**src/rtl/gpr_ctrl_pkg.sv**
```systemverilog
// Shared op/select encodings, sequencer states and default widths for the
// GPR access controller.
package gpr_ctrl_pkg;

    localparam int GPR_DATA_W = 16;
    localparam int GPR_CNT_W  = 8;

    typedef enum logic [1:0] {
        OP_WRITE = 2'd0,
        OP_READ  = 2'd1,
        OP_MOVE  = 2'd2,
        OP_CLEAR = 2'd3
    } op_t;

    typedef enum logic [1:0] {
        SEL_X   = 2'd0,
        SEL_Y   = 2'd1,
        SEL_ACC = 2'd2,
        SEL_BAD = 2'd3
    } sel_t;

    typedef enum logic [2:0] {
        S_IDLE,
        S_WRITE,
        S_READ,
        S_MOVE_RD,
        S_MOVE_WR,
        S_CLEAR,
        S_RESP
    } state_t;

    // CLEAR ignores both selects, so it can never be rejected.
    function automatic logic cmd_invalid(input logic [1:0] op,
                                         input logic [1:0] dst,
                                         input logic [1:0] src);
        logic bad;
        bad = 1'b0;
        case (op)
            OP_WRITE: bad = (dst == SEL_BAD);
            OP_READ:  bad = (src == SEL_BAD);
            OP_MOVE:  bad = (dst == SEL_BAD) || (src == SEL_BAD);
            default:  bad = 1'b0;
        endcase
        return bad;
    endfunction

endpackage

```
**src/rtl/gpr_sel_decode.sv**
```systemverilog
// Register select to one-hot strobe decoder; bit 0=X, 1=Y, 2=ACC.
module gpr_sel_decode
    import gpr_ctrl_pkg::*;
(
    input  logic       en,
    input  logic [1:0] sel,
    output logic [2:0] onehot
);

    always_comb begin
        onehot = '0;
        if (en) begin
            case (sel)
                SEL_X:   onehot = 3'b001;
                SEL_Y:   onehot = 3'b010;
                SEL_ACC: onehot = 3'b100;
                default: onehot = '0;
            endcase
        end
    end

endmodule

```
**src/rtl/gpr_access_controller.sv**
```systemverilog
// Sequences write/read/move/clear commands onto the X/Y/ACC register file
// port and returns a handshaked response with read data or an error flag.
module gpr_access_controller
    import gpr_ctrl_pkg::*;
#(
    parameter int DATA_W = GPR_DATA_W,
    parameter int CNT_W  = GPR_CNT_W
) (
    input  logic              clk,
    input  logic              rst,
    input  logic              cmd_valid,
    output logic              cmd_ready,
    input  logic [1:0]        cmd_op,
    input  logic [1:0]        cmd_dst,
    input  logic [1:0]        cmd_src,
    input  logic [DATA_W-1:0] cmd_data,
    output logic [DATA_W-1:0] rf_data_in,
    output logic              rf_write_x,
    output logic              rf_write_y,
    output logic              rf_write_acc,
    output logic              rf_read_x,
    output logic              rf_read_y,
    output logic              rf_read_acc,
    input  logic [DATA_W-1:0] rf_data_x,
    input  logic [DATA_W-1:0] rf_data_y,
    input  logic [DATA_W-1:0] rf_data_acc,
    output logic              rsp_valid,
    input  logic              rsp_ready,
    output logic [DATA_W-1:0] rsp_data,
    output logic              rsp_err,
    output logic [CNT_W-1:0]  txn_count
);

    localparam logic [CNT_W-1:0] CNT_ONE = CNT_W'(1);

    state_t            state;
    state_t            nxt_state;
    logic [1:0]        dst_q;
    logic [DATA_W-1:0] data_q;
    logic [DATA_W-1:0] hold_q;
    logic [2:0]        wr_q;
    logic [2:0]        rd_q;

    logic              wr_en_n;
    logic [1:0]        wr_sel_n;
    logic              rd_en_n;
    logic [1:0]        rd_sel_n;
    logic              clr_n;
    logic              err_n;
    logic [2:0]        wr_oh_n;
    logic [2:0]        rd_oh_n;
    logic [DATA_W-1:0] rd_val;

    // Strobes for the coming cycle are decoded from next-state information so
    // they can be registered and still land in the cycle after acceptance.
    always_comb begin
        nxt_state = state;
        wr_en_n   = 1'b0;
        wr_sel_n  = dst_q;
        rd_en_n   = 1'b0;
        rd_sel_n  = cmd_src;
        clr_n     = 1'b0;
        err_n     = 1'b0;
        case (state)
            S_IDLE: begin
                if (cmd_valid) begin
                    if (cmd_invalid(cmd_op, cmd_dst, cmd_src)) begin
                        err_n     = 1'b1;
                        nxt_state = S_RESP;
                    end else begin
                        case (cmd_op)
                            OP_WRITE: begin
                                nxt_state = S_WRITE;
                                wr_en_n   = 1'b1;
                                wr_sel_n  = cmd_dst;
                            end
                            OP_READ: begin
                                nxt_state = S_READ;
                                rd_en_n   = 1'b1;
                            end
                            OP_MOVE: begin
                                nxt_state = S_MOVE_RD;
                                rd_en_n   = 1'b1;
                            end
                            default: begin
                                nxt_state = S_CLEAR;
                                clr_n     = 1'b1;
                            end
                        endcase
                    end
                end
            end
            S_MOVE_RD: begin
                nxt_state = S_MOVE_WR;
                wr_en_n   = 1'b1;
            end
            S_WRITE, S_READ, S_MOVE_WR, S_CLEAR: nxt_state = S_RESP;
            S_RESP: if (rsp_ready) nxt_state = S_IDLE;
            default: nxt_state = S_IDLE;
        endcase
    end

    gpr_sel_decode u_wr_dec (
        .en     (wr_en_n),
        .sel    (wr_sel_n),
        .onehot (wr_oh_n)
    );

    gpr_sel_decode u_rd_dec (
        .en     (rd_en_n),
        .sel    (rd_sel_n),
        .onehot (rd_oh_n)
    );

    always_comb begin
        rd_val = '0;
        if (rd_q[0])      rd_val = rf_data_x;
        else if (rd_q[1]) rd_val = rf_data_y;
        else if (rd_q[2]) rd_val = rf_data_acc;
    end

    always_comb begin
        case (state)
            S_WRITE:   rf_data_in = data_q;
            S_MOVE_WR: rf_data_in = hold_q;
            default:   rf_data_in = '0;
        endcase
    end

    always_ff @(posedge clk) begin
        if (!rst) begin
            state     <= S_IDLE;
            cmd_ready <= 1'b1;
            dst_q     <= '0;
            data_q    <= '0;
            hold_q    <= '0;
            wr_q      <= '0;
            rd_q      <= '0;
            rsp_valid <= 1'b0;
            rsp_data  <= '0;
            rsp_err   <= 1'b0;
            txn_count <= '0;
        end else begin
            state     <= nxt_state;
            cmd_ready <= (nxt_state == S_IDLE);
            wr_q      <= clr_n ? 3'b111 : wr_oh_n;
            rd_q      <= rd_oh_n;
            case (state)
                S_IDLE: begin
                    if (cmd_valid) begin
                        dst_q  <= cmd_dst;
                        data_q <= cmd_data;
                        if (err_n) begin
                            rsp_valid <= 1'b1;
                            rsp_err   <= 1'b1;
                            rsp_data  <= '0;
                        end
                    end
                end
                S_READ: begin
                    rsp_valid <= 1'b1;
                    rsp_data  <= rd_val;
                    rsp_err   <= 1'b0;
                end
                S_MOVE_RD: hold_q <= rd_val;
                S_WRITE, S_MOVE_WR, S_CLEAR: begin
                    rsp_valid <= 1'b1;
                    rsp_data  <= '0;
                    rsp_err   <= 1'b0;
                end
                S_RESP: begin
                    if (rsp_ready) begin
                        rsp_valid <= 1'b0;
                        rsp_data  <= '0;
                        rsp_err   <= 1'b0;
                        txn_count <= txn_count + CNT_ONE;
                    end
                end
                default: ;
            endcase
        end
    end

    assign {rf_write_acc, rf_write_y, rf_write_x} = wr_q;
    assign {rf_read_acc,  rf_read_y,  rf_read_x}  = rd_q;

    a_rd_onehot: assert property (@(posedge clk) disable iff (!rst) $onehot0(rd_q));
    a_wr_shape:  assert property (@(posedge clk) disable iff (!rst)
                                  $onehot0(wr_q) || (wr_q == 3'b111));
    a_din_idle:  assert property (@(posedge clk) disable iff (!rst)
                                  (wr_q == 3'b000) |-> (rf_data_in == '0));

endmodule
```
**config.mk**
```make
export PLATFORM = sky130hd
export DESIGN_NAME = gpr_access_controller
export DESIGN_NICKNAME = d
export VERILOG_FILES = /design/src/rtl/gpr_ctrl_pkg.sv /design/src/rtl/gpr_sel_decode.sv /design/src/rtl/gpr_access_controller.sv
export SDC_FILE = /design/constraint.sdc
export NUM_CORES = 1
export LEC_CHECK = 0
export CORE_UTILIZATION = 50
export DETAILED_ROUTE_END_ITERATION = 8
export PLACE_DENSITY = 0.93
export SYNTH_ARGS = -nofsm -noshare
export SYNTH_HDL_FRONTEND = slang
export SYNTH_SLANG_ARGS = --single-unit
export TNS_END_PERCENT = 20
```
**constraint.sdc**
```tcl
create_clock -name clk -period 2.3 [get_ports clk]
set_input_delay 0.23 -clock clk [delete_from_list [all_inputs] [get_ports clk]]
set_output_delay 0.23 -clock clk [all_outputs]
set_load 0.03 [all_outputs]
```
==> flow_metrics.tcl, run 1 <==
set metrics [dict create \
    cts_inserted_buffers 9 \
    synthesis.instances 464 \
    critical_path.endpoint_type "primary output" \
    powerDensity_nw_per_um2 668 \
    routed_wire_length_um 10100 \
    grt_pass1_vias 3252 \
    via_per_inst 5.59 \
    grt_pass1_wl_um 15700 \
    critical_path.top_delay_family "buffers and inverters" \
    yosys.cell_count.top_type "sky130_fd_sc_hd__nand2_1" \
    postPlaceCellArea_um2 4970 \
    rsz0062_at_grt "no" \
    slowest_stage "sky130_fd_sc_hd__clkdlybuf4s50_1" \
    area.growth.synth_to_final_pct 37.6 \
    fp.dieW_um 88.6 \
    cts_max_path_buffers 2 \
    dominant_cell_type_by_area_after_synthesis "sky130_fd_sc_hd__dfxtp_1" \
    synth_top_area_share_pct 37.3 \
    synth_area_per_cell_um2 8.09 \
    first_iter_violations 195 \
    r2r_slack_ns 0.42 \
    site_rows 31 \
    post-route-drc-count 0 \
    ys.warnings.count 0 \
    cts_repair_resize_count 0 \
    min_path_type "in2reg" \
    gp_routability_congestion 0.858 \
    tightest_slew_ns 0.708 \
    timing.setup.critical_path_class "reg2out" \
    synth_flop_cell "sky130_fd_sc_hd__dfxtp_1" \
    final.min_clock_period_ns 2.04 \
    cap_viol_max_count 0 \
    final_cell_area_um2 5160 \
    worstReg2RegEnd "hold_q[9]" \
    synth-seq-area-share_pct 37.3 \
    dpl_ws_ns 0.0823 \
    status "complete, no violations" \
    crit_chain "clkdlybuf4s50_1" \
    timing.critical_path.arrival_ns 1.81 \
    synth_edf_count 0 \
    post_synth_most_frequent_cells "109 x sky130_fd_sc_hd__nand2_1, 70 x sky130_fd_sc_hd__dfxtp_1, 34 x sky130_fd_sc_hd__nand3_1" \
    static-leakage-power_nw 1.89 \
    routed-via-count 3782 \
    number_of_nets_produced_by_synthesis 543 \
    maxClockFrequency_mhz 489 \
    ffs_w_async_s_r_synth_pct 0 \
    number_of_antenna_violations_at_the_first_check_in_global_routing 0 \
    cp_max_fo 18 \
    vdd_ir_max_mv 0.501 \
    holdWs_ns 0.440 \
    hpwl_um 7410 \
    nFillCells 546 \
    io_pins 123 \
    clock_sink_count 70 \
    final_max_slew_viol_count 0 \
    timing.hold.worst.start "cmd_data[3]" \
    timing.final.setup_violations 0 \
    worst_slew_margin_rel_pct 52.8 \
    grt_max_degree 46 \
    hold_viol 0 \
    cp_data_required_time_ns 2.07 \
    cts_max_level 3 \
    synth.distinct_cells 51 \
    fin_tns_setup_ns 0 \
    number_of_cell_instances_on_the_worst_register_to_register_path 4 \
    share_of_layout_cells_above_drive_strength_1_pct 10.6 \
    timing.critical_path.slowest_cell_delay_ns 0.78 \
    final_min_period_over_clock_period_pct 88.9 \
    port-buffer-count 122 \
    die_y_um 88.6 \
    final_util_pct 71.2 \
    cts.reportedPaths.clkPinSlew_ns 0.08 \
    postLayoutSetupSlackWorst_ns 0.255 \
    detailedRoute.firstPassIterationCount 5 \
    cts-hold-fix-buffers 0 \
    worstSkewPairLatency_ns 0.34 \
    synthesis.area_um2 3750 \
    route.antenna.remaining_nets 0 \
    synth.area.top_cells "sky130_fd_sc_hd__dfxtp_1 37%, sky130_fd_sc_hd__nand2_1 11%, sky130_fd_sc_hd__a21boi_0 4.8%, sky130_fd_sc_hd__nand3_1 4.5%, sky130_fd_sc_hd__o2111ai_1 3.7%" \
    crit_path_start_kind "register" \
    wl_per_cell_um 14.9 \
    cp_num_buf_inv 1 \
    min_to "data_q[3]" \
    hold_path_depth 3 \
    sum_of_overflow_across_all_layers_after_global_routing 0 \
    n_antenna_cell 0 \
    coreArea_um2 7250 \
    initial_utilization_pct 51.8 \
    number_of_storage_elements_in_the_synthesis_netlist 70 \
    timing.clock.skew_ns 0.00624 \
    cts_tree "yes" \
    post_cts.repair.setup_buffers 0 \
    critical_path.reg2reg.startpoint "rd_q[0]" \
    groute.usage.overall_pct 25.8 \
    final_nets 651 \
    cell_at_the_root_of_the_clock_tree "sky130_fd_sc_hd__clkbuf_8" \
    floorplan.die_area_um2 7860 \
]
## sequential cells by signal (all words and copies together), names as in the netlist
register,cells
data_q,16
hold_q,16
rsp_data,16
txn_count,8
rd_q,3
state,3
wr_q,3
dst_q,2
cmd_ready,1
rsp_err,1
rsp_valid,1
## per-stage QoR
step	total power, mW	cells
finish	3.45	676
global route	3.61	676
floorplan	2.13	464
detailed placement	2.49	660
CTS	3.45	676
global placement	2.46	660
## kinds of logic after synthesis
kind of cell,synth area share (%)
and+or+nand+nor,32.0
AOI/OAI and AO/OA,21.8
DFF,37.3
buffers and inverters,5.80
xor gates and xnor gates,1.40
adders and majority gates,1.67
## how the worst max path moves through the flow
stage                    endpoint  cells after the start      start
floorplan           rf_data_in[0]                      5   state[2]
global placement          wr_q[2]                      7  cmd_op[0]
detailed placement      rsp_valid                      7  cmd_op[0]
CTS                     rf_read_x                      1    rd_q[0]
global route            rf_read_x                      1    rd_q[0]
finish                  rf_read_x                      1    rd_q[0]
## layer usage
metal	routed length, um	up-vias	track usage [%]
met5	0	-	0
met4	142	0	8.21
met3	702	13	4.94
met2	4760	158	40.5
met1	4470	1746	35.7
li1	-	1865	-
## power by group
part	total [mW]	internal, mW	switching (mW)
Clock	0.977	0.504	0.473
Sequential	1.44	1.32	0.114
Combinational	1.03	0.414	0.620
## worst register-to-register path, stage by stage (launching register included)
cell	delay, ns
sky130_fd_sc_hd__dfxtp_1	0.69
sky130_fd_sc_hd__inv_1	0.43
sky130_fd_sc_hd__a31oi_1	0.44
sky130_fd_sc_hd__nand2_1	0.09
sky130_fd_sc_hd__a21boi_0	0.16
## cells in the final DEF (no fill, tap or decap), drive strengths merged, types with 4 or more instances in the layout
| master | synthesis | final |
|---|---|---|
| a211oi | 5 | 5 |
| a21boi | 37 | 37 |
| a22oi | 16 | 16 |
| a31oi | 16 | 16 |
| and2 | 8 | 8 |
| buf | 15 | 29 |
| clkbuf | 21 | 9 |
| clkdlybuf4s50 | 0 | 105 |
| clkinv | 0 | 4 |
| dfxtp | 70 | 70 |
| ha | 5 | 5 |
| inv | 6 | 7 |
| nand2 | 112 | 112 |
| nand3 | 35 | 35 |
| nand3b | 16 | 16 |
| nor2 | 16 | 16 |
| nor2b | 19 | 19 |
| nor3 | 6 | 6 |
| nor4b | 5 | 5 |
| o2111ai | 16 | 16 |
| xnor2 | 4 | 4 |
## cell type report
type / count / area, um^2 / area share (%)
clock inverters: 7 / 73.8 / 1.43
flip-flops and latches: 70 / 1400 / 27.1
inverters: 6 / 22.5 / 0.436
multi-input cells: 351 / 2140 / 41.4
well taps: 99 / 124 / 2.40
repair buffers: 134 / 1280 / 24.8
clock buffers: 9 / 124 / 2.40
Power figures use the tool's default switching activity.
==> inputs of run 2 (changes only) <==
--- a/config.mk
+++ b/config.mk
@@ -7,7 +7,7 @@
 export LEC_CHECK = 0
 export CORE_UTILIZATION = 50
 export DETAILED_ROUTE_END_ITERATION = 8
-export PLACE_DENSITY = 0.93
+export PLACE_DENSITY = 0.83
 export SYNTH_ARGS = -nofsm -noshare
 export SYNTH_HDL_FRONTEND = slang
 export SYNTH_SLANG_ARGS = --single-unit
==> run 2 against run 1 <==
  * Maximum frequency fell by 4.6%
  * Worst setup slack got worse by 0.099 ns
  * Clock power barely moved
  * Final cell count rose by 0.30%
  * Register-to-register slack got worse by 0.02 ns
  * Sequential power barely moved
==> flow_metrics.tcl, run 2 (synthesis results as in run 1) <==
set metrics [dict create \
    cts_max_level 3 \
    holdWs_ns 0.396 \
    groute.usage.overall_pct 28.3 \
    hold_viol 0 \
    final.min_clock_period_ns 2.14 \
    hpwl_um 7910 \
    power.clock.fraction_pct 28.1 \
    final_min_period_over_clock_period_pct 93.2 \
    cts_max_path_buffers 2 \
    gate_power_share_pct 30.9 \
    cts_inserted_buffers 9 \
    maxClockFrequency_mhz 467 \
    n_antenna_cell 0 \
    post-route-drc-count 0 \
    grt_max_degree 59 \
    layout.cells.most_common_list "109 x sky130_fd_sc_hd__nand2_1, 105 x sky130_fd_sc_hd__clkdlybuf4s50_1, 70 x sky130_fd_sc_hd__dfxtp_1" \
    top_layer_used "met4" \
    io_pins 123 \
    min_path_type "in2reg" \
    static-leakage-power_nw 1.91 \
    wl_per_cell_um 16.0 \
    grt_pass1_wl_um 17100 \
    detailedRoute.firstPassIterationCount 4 \
    netSwitchingPower_mw 1.21 \
    routed-wl-met2_um 5540 \
    postLayoutSetupSlackWorst_ns 0.157 \
    nFillCells 605 \
    placed_cells_incl_taps 662 \
    post_cts.repair.setup_buffers 0 \
    area.growth.synth_to_final_pct 38.0 \
    swShare_pct 34.6 \
    timing.clock.skew_ns 0.0109 \
    crit_path_start_kind "register" \
    fp.dieW_um 88.6 \
    fin_tns_setup_ns 0 \
    route.antenna.remaining_nets 0 \
    worst_slew_margin_rel_pct 57.5 \
    routed-via-count 3889 \
    fin_cells 678 \
    port-buffer-count 122 \
    pwr_total_mw 3.48 \
    floorplan.die_area_um2 7860 \
    dpl_ws_ns 0.0909 \
    initial_utilization_pct 51.8 \
    cts_tree "yes" \
    cp_max_fo 13 \
    powerDensity_nw_per_um2 672 \
    crit_chain "nor2b_1 -> buf_4 -> a22oi_1 -> nor2_1 -> buf_4" \
    number_of_antenna_violations_at_the_first_check_in_global_routing 0 \
    met1_length_um 4460 \
    share_of_layout_cells_above_drive_strength_1_pct 10.2 \
    tightest_slew_ns 0.637 \
    coreArea_um2 7250 \
    cts-hold-fix-buffers 0 \
    layout_commonest_cell "sky130_fd_sc_hd__nand2_1" \
    status "complete, no violations" \
    timing.setup.critical_path_class "reg2out" \
    site_rows 31 \
    largestRegisters "data_q: 16 flops, hold_q: 16 flops, rsp_data: 16 flops" \
    share_seq_of_total_power_pct 41.0 \
    cap_viol_max_count 0 \
    critPathMostFrequentCell "sky130_fd_sc_hd__buf_4" \
    cp_data_required_time_ns 2.07 \
    cts_repair_resize_count 0 \
    rsz0062_at_grt "no" \
    grt_pass1_vias 3647 \
    die_y_um 88.6 \
    vdd_ir_max_mv 0.295 \
    slowest_stage "sky130_fd_sc_hd__nor2b_1" \
    routed_wire_length_um 10800 \
    worstSkewPairLatency_ns 0.34 \
    final_nets 653 \
    timing.critical_path.slowest_cell_delay_ns 0.46 \
    internal_power_mw 2.28 \
    via_per_inst 5.74 \
    final_max_slew_viol_count 0 \
    gp_routability_congestion 0.828 \
    first_iter_violations 202 \
    timing.critical_path.arrival_ns 1.91 \
    met3_wirelength_um 610 \
    clock_sink_count 70 \
    cts.reportedPaths.clkPinSlew_ns 0.08 \
    timing.final.setup_violations 0 \
    critical_path.endpoint_type "primary output" \
    sum_of_overflow_across_all_layers_after_global_routing 0 \
    cell_at_the_root_of_the_clock_tree "sky130_fd_sc_hd__clkbuf_8" \
]
run 2: layout make-up:
cell class / instances / area [um^2] / area share (%)
Multi-Input combinational cell: 351 / 2130 / 41.2
Sequential cell: 70 / 1400 / 27.0
Timing Repair Buffer: 136 / 1310 / 25.2
Clock buffer: 13 / 149 / 2.87
Tap cell: 99 / 124 / 2.39
Clock inverter: 3 / 43.8 / 0.845
Inverter: 6 / 22.5 / 0.435
run 2: path summary, 6_finish.rpt:
kind	startpoint	endpoint	slack, ns	cells past startpoint
max	state[2]	rf_data_in[9]	0.16	5
min	rst	wr_q[2]	0.40	2
max reg2reg	state[2]	hold_q[5]	0.40	4
min reg2reg	data_q[7]	data_q[7]	0.46	2
run 2: stage by stage:
step | instance area (um^2) | utilization (%)
3_5_place_dp | 4990 | 68.8
6_report | 5180 | 71.4
2_1_floorplan | 3750 | -
3_3_place_gp | 4990 | 68.8
4_1_cts | 5180 | 71.4
5_1_grt | 5180 | 71.4
run 2: power groups by stage:
| stage | Sequential (mW) | Combinational, mW | Clock (mW) |
|---|---|---|---|
| 2_1_floorplan | 1.46 | 0.664 | 0 |
| 3_3_place_gp | 1.45 | 1.05 | 0 |
| 5_1_grt | 1.44 | 1.17 | 1.03 |
| 3_5_place_dp | 1.45 | 1.07 | 0 |
| 4_1_cts | 1.43 | 1.07 | 0.984 |
| 6_report | 1.43 | 1.08 | 0.977 |
run 2: worst max-delay path: cells and delay by family, from the launching register on:
kind / cells / cell delay, ns
buf+inv: 2 / 0.47
flops: 1 / 0.44
compound gates: 1 / 0.09
simple gates: 2 / 0.57
run 2: metal layers:
metal | up-vias | GRT usage (%)
met1 | 1866 | 34.1
met3 | 22 | 4.66
met2 | 136 | 50.3
met4 | 0 | 10.9
met5 | - | 0
li1 | 1865 | -
==> RTL edit 1: new RTL, flow settings as in run 2 <==
The 7 states of `state_t` get a one-hot encoding in 7 bits.
--- a/src/rtl/gpr_ctrl_pkg.sv
+++ b/src/rtl/gpr_ctrl_pkg.sv
@@ -20,12 +20,12 @@
     } sel_t;
 
-    typedef enum logic [2:0] {
-        S_IDLE,
-        S_WRITE,
-        S_READ,
-        S_MOVE_RD,
-        S_MOVE_WR,
-        S_CLEAR,
-        S_RESP
+    typedef enum logic [6:0] {
+        S_IDLE    = 7'b0000001,
+        S_WRITE   = 7'b0000010,
+        S_READ    = 7'b0000100,
+        S_MOVE_RD = 7'b0001000,
+        S_MOVE_WR = 7'b0010000,
+        S_CLEAR   = 7'b0100000,
+        S_RESP    = 7'b1000000
     } state_t;
 
Check against the original RTL: no difference found for any inputs over 10 cycles, from zero or initial values and one cycle with rst low; not proved beyond that.
==> RTL edit 1 against run 2 <==
- wire length down 14%
- synthesized area down 9.5%
- cell area down 5.9%
- sequential share of layout area up 3.3 points
- sequential cell count up 4
- clock skew down 0.0035 ns
- the run now ends with DRC left
- critical endpoint is now rf_read_y
- setup slack better by 0.055 ns
- highest routed layer unchanged
Power is not compared: it rests on default switching activity, and its combinational part moved more than twofold at a synthesized area within 25%.
==> RTL edit 1: results (changes against run 2) <==
Routing
  • Initial DRT Pass Iterations: 6 (was 4)
  • DR iter-0 viols: 206 (was 202)
  • DRC errors left: 11 (was 0)
  • Post-Route WL: 9280 um (was 10,800 um)
  • Vias: 3,505 (was 3,889)

Layout
  • Final Net Count: 634 (was 653)
  • Non-Filler Instances: 636 (was 678)
  • Layout cells sized above 1: 0.0948 (was 0.102)
  • Filler cell count: 499 (was 605)

Worst setup path
  • R2R Path Start: state[1] (was state[2])
  • Critical-path top delay cell: clkdlybuf4s50_1 (was nor2b_1)
  • CP max FO: 19 (was 13)
  • Worst Setup SP: rd_q[1] (was state[2])
  • Crit-path max cell delay: 0.79 ns (was 0.46 ns)
  • Worst r2r path cells: 7 (was 4)
  • CP delay by family, top: buffers and inverters (was simple AND/OR/NAND/NOR gates)

CTS
  • Clk_lat worst skew: 0.34 ns (about the same)
  • CTS resizes: 0 (unchanged)
  • Post-CTS setup buffers: 0 (unchanged)
  • CTS Buffer Depth: 2 (unchanged)

Status
  • Outcome: finished with violations (was finished clean)
  • Failing checks: DRC

Logic synthesis
  • Commonest cells in the netlist: nand2_1, dfxtp_1, a21oi_1, o21ai_0, clkbuf_1 (was nand2_1, dfxtp_1, nand3_1, a21boi_0, clkbuf_1)
  • Distinct cells, synth: 40 (was 51)
  • Syn avg cell area: 7.76 um2 (was 8.09 um2)
  • Synthesized net count: 518 (was 543)
  • Post-synthesis adder-cell area fraction: 0.0221 (was 0.0167)
  • Post-synthesis compound-gate area fraction: 0.222 (was 0.218)
  • Seq/Total Area, Yosys: 0.436 (was 0.373)
  • XOR/XNOR share of the synthesized area: 0.0155 (was 0.0140)
  • Area contributors post-synth: dfxtp_1, nand2_1, a21oi_1 (was dfxtp_1, nand2_1, a21boi_0)

Hold path
  • Hold_sp: cmd_data[7] (was rst)
  • Hold Crit Class: in2reg (unchanged)
  • Worst hold path depth: 3 (was 2)

STA
  • Clock skew: 0.00745 ns (was 0.0109 ns)
  • Rel. slew slack: 0.577 (was 0.575)

Placed design
  • Input/output buffers: 122 (unchanged)
  • Dpl hpwl: 6980 um (was 7910 um)
  • Place WS: 0.0650 ns (was 0.0909 ns)
  • Dpl cells: 620 (was 662)
  • GP Congestion: 0.942 (was 0.828)
  • Post-DP Area: 4650 um2 (was 4990 um2)

Global route
  • Global-route wire length before repair: 15,200 um (was 17,100 um)
  • Pin count of the biggest net entering global routing: 48 (was 59)
  • Vias in the first global route: 3,323 (was 3,647)
  • Total GRT Usage: 0.266 (was 0.283)
[RTL edit 1: area by class of cell]
class	instances	area [um2]	share of cell area
clock buffer	10	128	0.0262
inverter	5	18.8	0.00385
sequential	74	1480	0.304
clock inverter	6	90.1	0.0185
multi-input combinational	327	1770	0.362
timing repair buffer	137	1290	0.265
tap	77	96.3	0.0198
[RTL edit 1: metal layers]
layer / wire length, um / GRT usage / vias up
li1: - / - / 1739
met1: 3870 / 0.312 / 1629
met2: 4690 / 0.487 / 121
met3: 523 / 0.0452 / 16
met4: 204 / 0.100 / 0
met5: 0 / 0 / -
[RTL edit 1: cell families after synthesis]
logic type / after synthesis
XOR/XNOR: 6
adder cells (fa/ha/maj): 6
flip-flops: 74
AO/OA/AOI/OAI: 121
AND/OR/NAND/NOR: 194
buffers and inverters: 37
[RTL edit 1: worst paths after layout]
check	to	slack [ns]
hold reg to reg	hold_q[9]	0.46
hold / removal	data_q[7]	0.43
setup reg to reg	rsp_data[12]	0.44
setup / recovery	rf_read_y	0.21
==> RTL edit 2: new RTL, config.mk and constraints of run 2 <==
Made on the original files. Change the package constant `GPR_DATA_W` from 16 to 32.
--- a/src/rtl/gpr_ctrl_pkg.sv
+++ b/src/rtl/gpr_ctrl_pkg.sv
@@ -3,5 +3,5 @@
 package gpr_ctrl_pkg;
 
-    localparam int GPR_DATA_W = 16;
+    localparam int GPR_DATA_W = 32;
     localparam int GPR_CNT_W  = 8;
 
Ports: changed (6 resized); port bits go from 123 to 219. The function was not compared with the original's and may differ.
==> RTL edit 2 against run 2 <==
- critical path depth is 1 lower
- first-iteration DRC count is 130% higher
- sequential cell count is 48 higher
- synthesized area is 45% higher
- setup slack worse by 0.077 ns
- wire length is 64% higher
- count of clock-buffer cells in the layout is 7 higher
- critical endpoint is now rf_data_in[4]
- cell area is 60% higher
- non-clock buffer count is 100 higher
- power is 74% higher
- die area is 43% higher
==> RTL edit 2: results (changes against run 2) <==
Hold path
  • Hold Crit Class: in2reg (unchanged)

Layout
  • Top flop regs: data_q (32), hold_q (32), rsp_data (32) (was data_q (16), hold_q (16), rsp_data (16))
  • Layout cells sized above 1: 0.105 (was 0.102)
  • Final Net Count: 1,005 (was 653)
  • Filler cell count: 741 (was 605)

Global route
  • M2 GR Usage: 0.508 (was 0.503)
  • Total GRT Usage: 0.308 (was 0.283)
  • Vias in the first global route: 5,441 (was 3,647)
  • Pin count of the biggest net entering global routing: 65 (was 59)
  • Global-route wire length before repair: 27,200 um (was 17,100 um)
  • M3 GR Usage: 0.0582 (was 0.0466)
  • Met1 Use GR: 0.408 (was 0.341)

CTS
  • Clk_lat worst skew: 0.50 ns (was 0.34 ns)
  • Clock transition at the registers of the reported paths: 0.06 ns (was 0.08 ns)
  • Cts bufs inserted: 17 (was 9)
  • H-Tree Depth: 4 (was 3)
  • Post-CTS setup buffers: 0 (unchanged)

Logic synthesis
  • Distinct cells, synth: 38 (was 51)
  • Seq/Total Area, Yosys: 0.435 (was 0.373)
  • Area contributors post-synth: dfxtp_1, nand2_1, a21boi_0 (unchanged)
  • Synthesized net count: 809 (was 543)
  • Commonest cells in the netlist: nand2_1, dfxtp_1, clkbuf_1, a21boi_0, nor2b_1 (was nand2_1, dfxtp_1, nand3_1, a21boi_0, clkbuf_1)

Placed design
  • Input/output buffers: 218 (was 122)
  • Dpl hpwl: 12,700 um (was 7910 um)
  • Place WS: -0.189 ns (was 0.0909 ns)
  • GP Congestion: 0.873 (was 0.828)

STA
  • Rel. slew slack: 0.497 (was 0.575)
  • Clock skew: 0.00886 ns (was 0.0109 ns)

Pwr
  • VDD IR max: 0.512 mV (was 0.295 mV)
  • LEAKAGE: 2.96 nW (was 1.91 nW)
  • P_int: 0.00451 W (was 0.00228 W)

Worst setup path
  • Crit-path max cell delay: 0.54 ns (was 0.46 ns)
  • Critical-path top delay cell: dfxtp_1 (was nor2b_1)
  • CP max FO: 32 (was 13)
  • Worst r2r path cells: 5 (was 4)

Routing
  • Vias: 5,803 (was 3,889)
  • Initial DRT Pass Iterations: 5 (was 4)
  • DR WL met3: 1350 um (was 610 um)
  • Routed wl met2: 8500 um (was 5540 um)
  • DRT met1 WL: 7580 um (was 4460 um)
  • DR iter-0 viols: 457 (was 202)

Status
  • Outcome: finished clean (unchanged)
[RTL edit 2: path summary, 6_finish.rpt]
| kind | slack, ns | to |
|---|---|---|
| min | 0.22 | data_q[25] |
| max reg2reg | 0.43 | rsp_data[12] |
| max | 0.08 | rf_data_in[4] |
| min reg2reg | 0.46 | data_q[22] |
[RTL edit 2: cell type report]
cell class,instances,area [um2],area share
clock buffers,20,455,0.0549
clock inverters,12,199,0.0240
flip-flops and latches,118,2360,0.285
inverters,9,33.8,0.00407
repair buffers,236,2250,0.271
multi-input cells,480,2820,0.340
well taps,136,170,0.0205
[RTL edit 2: repair_timing]
item                       in CTS  in global routing
setup endpoints to repair       0                 32
hold buffers                    0                  0
resized for setup               0                  2
[RTL edit 2: cells by family (layout without fill, tap and decap cells)]
group	Yosys count	in the layout	share of synthesized area
AO/OA/AOI/OAI	212	212	0.280
XOR/XNOR	7	7	0.0113
adder cells (fa/ha/maj)	5	5	0.0115
buffers and inverters	68	277	0.0480
flip-flops	118	118	0.435
AND/OR/NAND/NOR	256	256	0.214
[RTL edit 2: through the flow]
step           power, W   util  cells  cell area, um2
6_report        0.00606  0.796   1011            8290
4_1_cts         0.00606  0.796   1011            8290
3_3_place_gp    0.00317  0.733    979            7630
2_1_floorplan   0.00274      -    666            5430
3_5_place_dp    0.00320  0.733    979            7630
5_1_grt         0.00626  0.796   1011            8290
[RTL edit 2: power groups by stage]
stage | logic [W] | clock network [W] | registers [W]
5_1_grt | 0.00101 | 0.00301 | 0.00223
4_1_cts | 0.000940 | 0.00289 | 0.00222
2_1_floorplan | 0.000478 | 0 | 0.00226
3_3_place_gp | 0.000910 | 0 | 0.00226
6_report | 0.000951 | 0.00288 | 0.00223
3_5_place_dp | 0.000932 | 0 | 0.00227
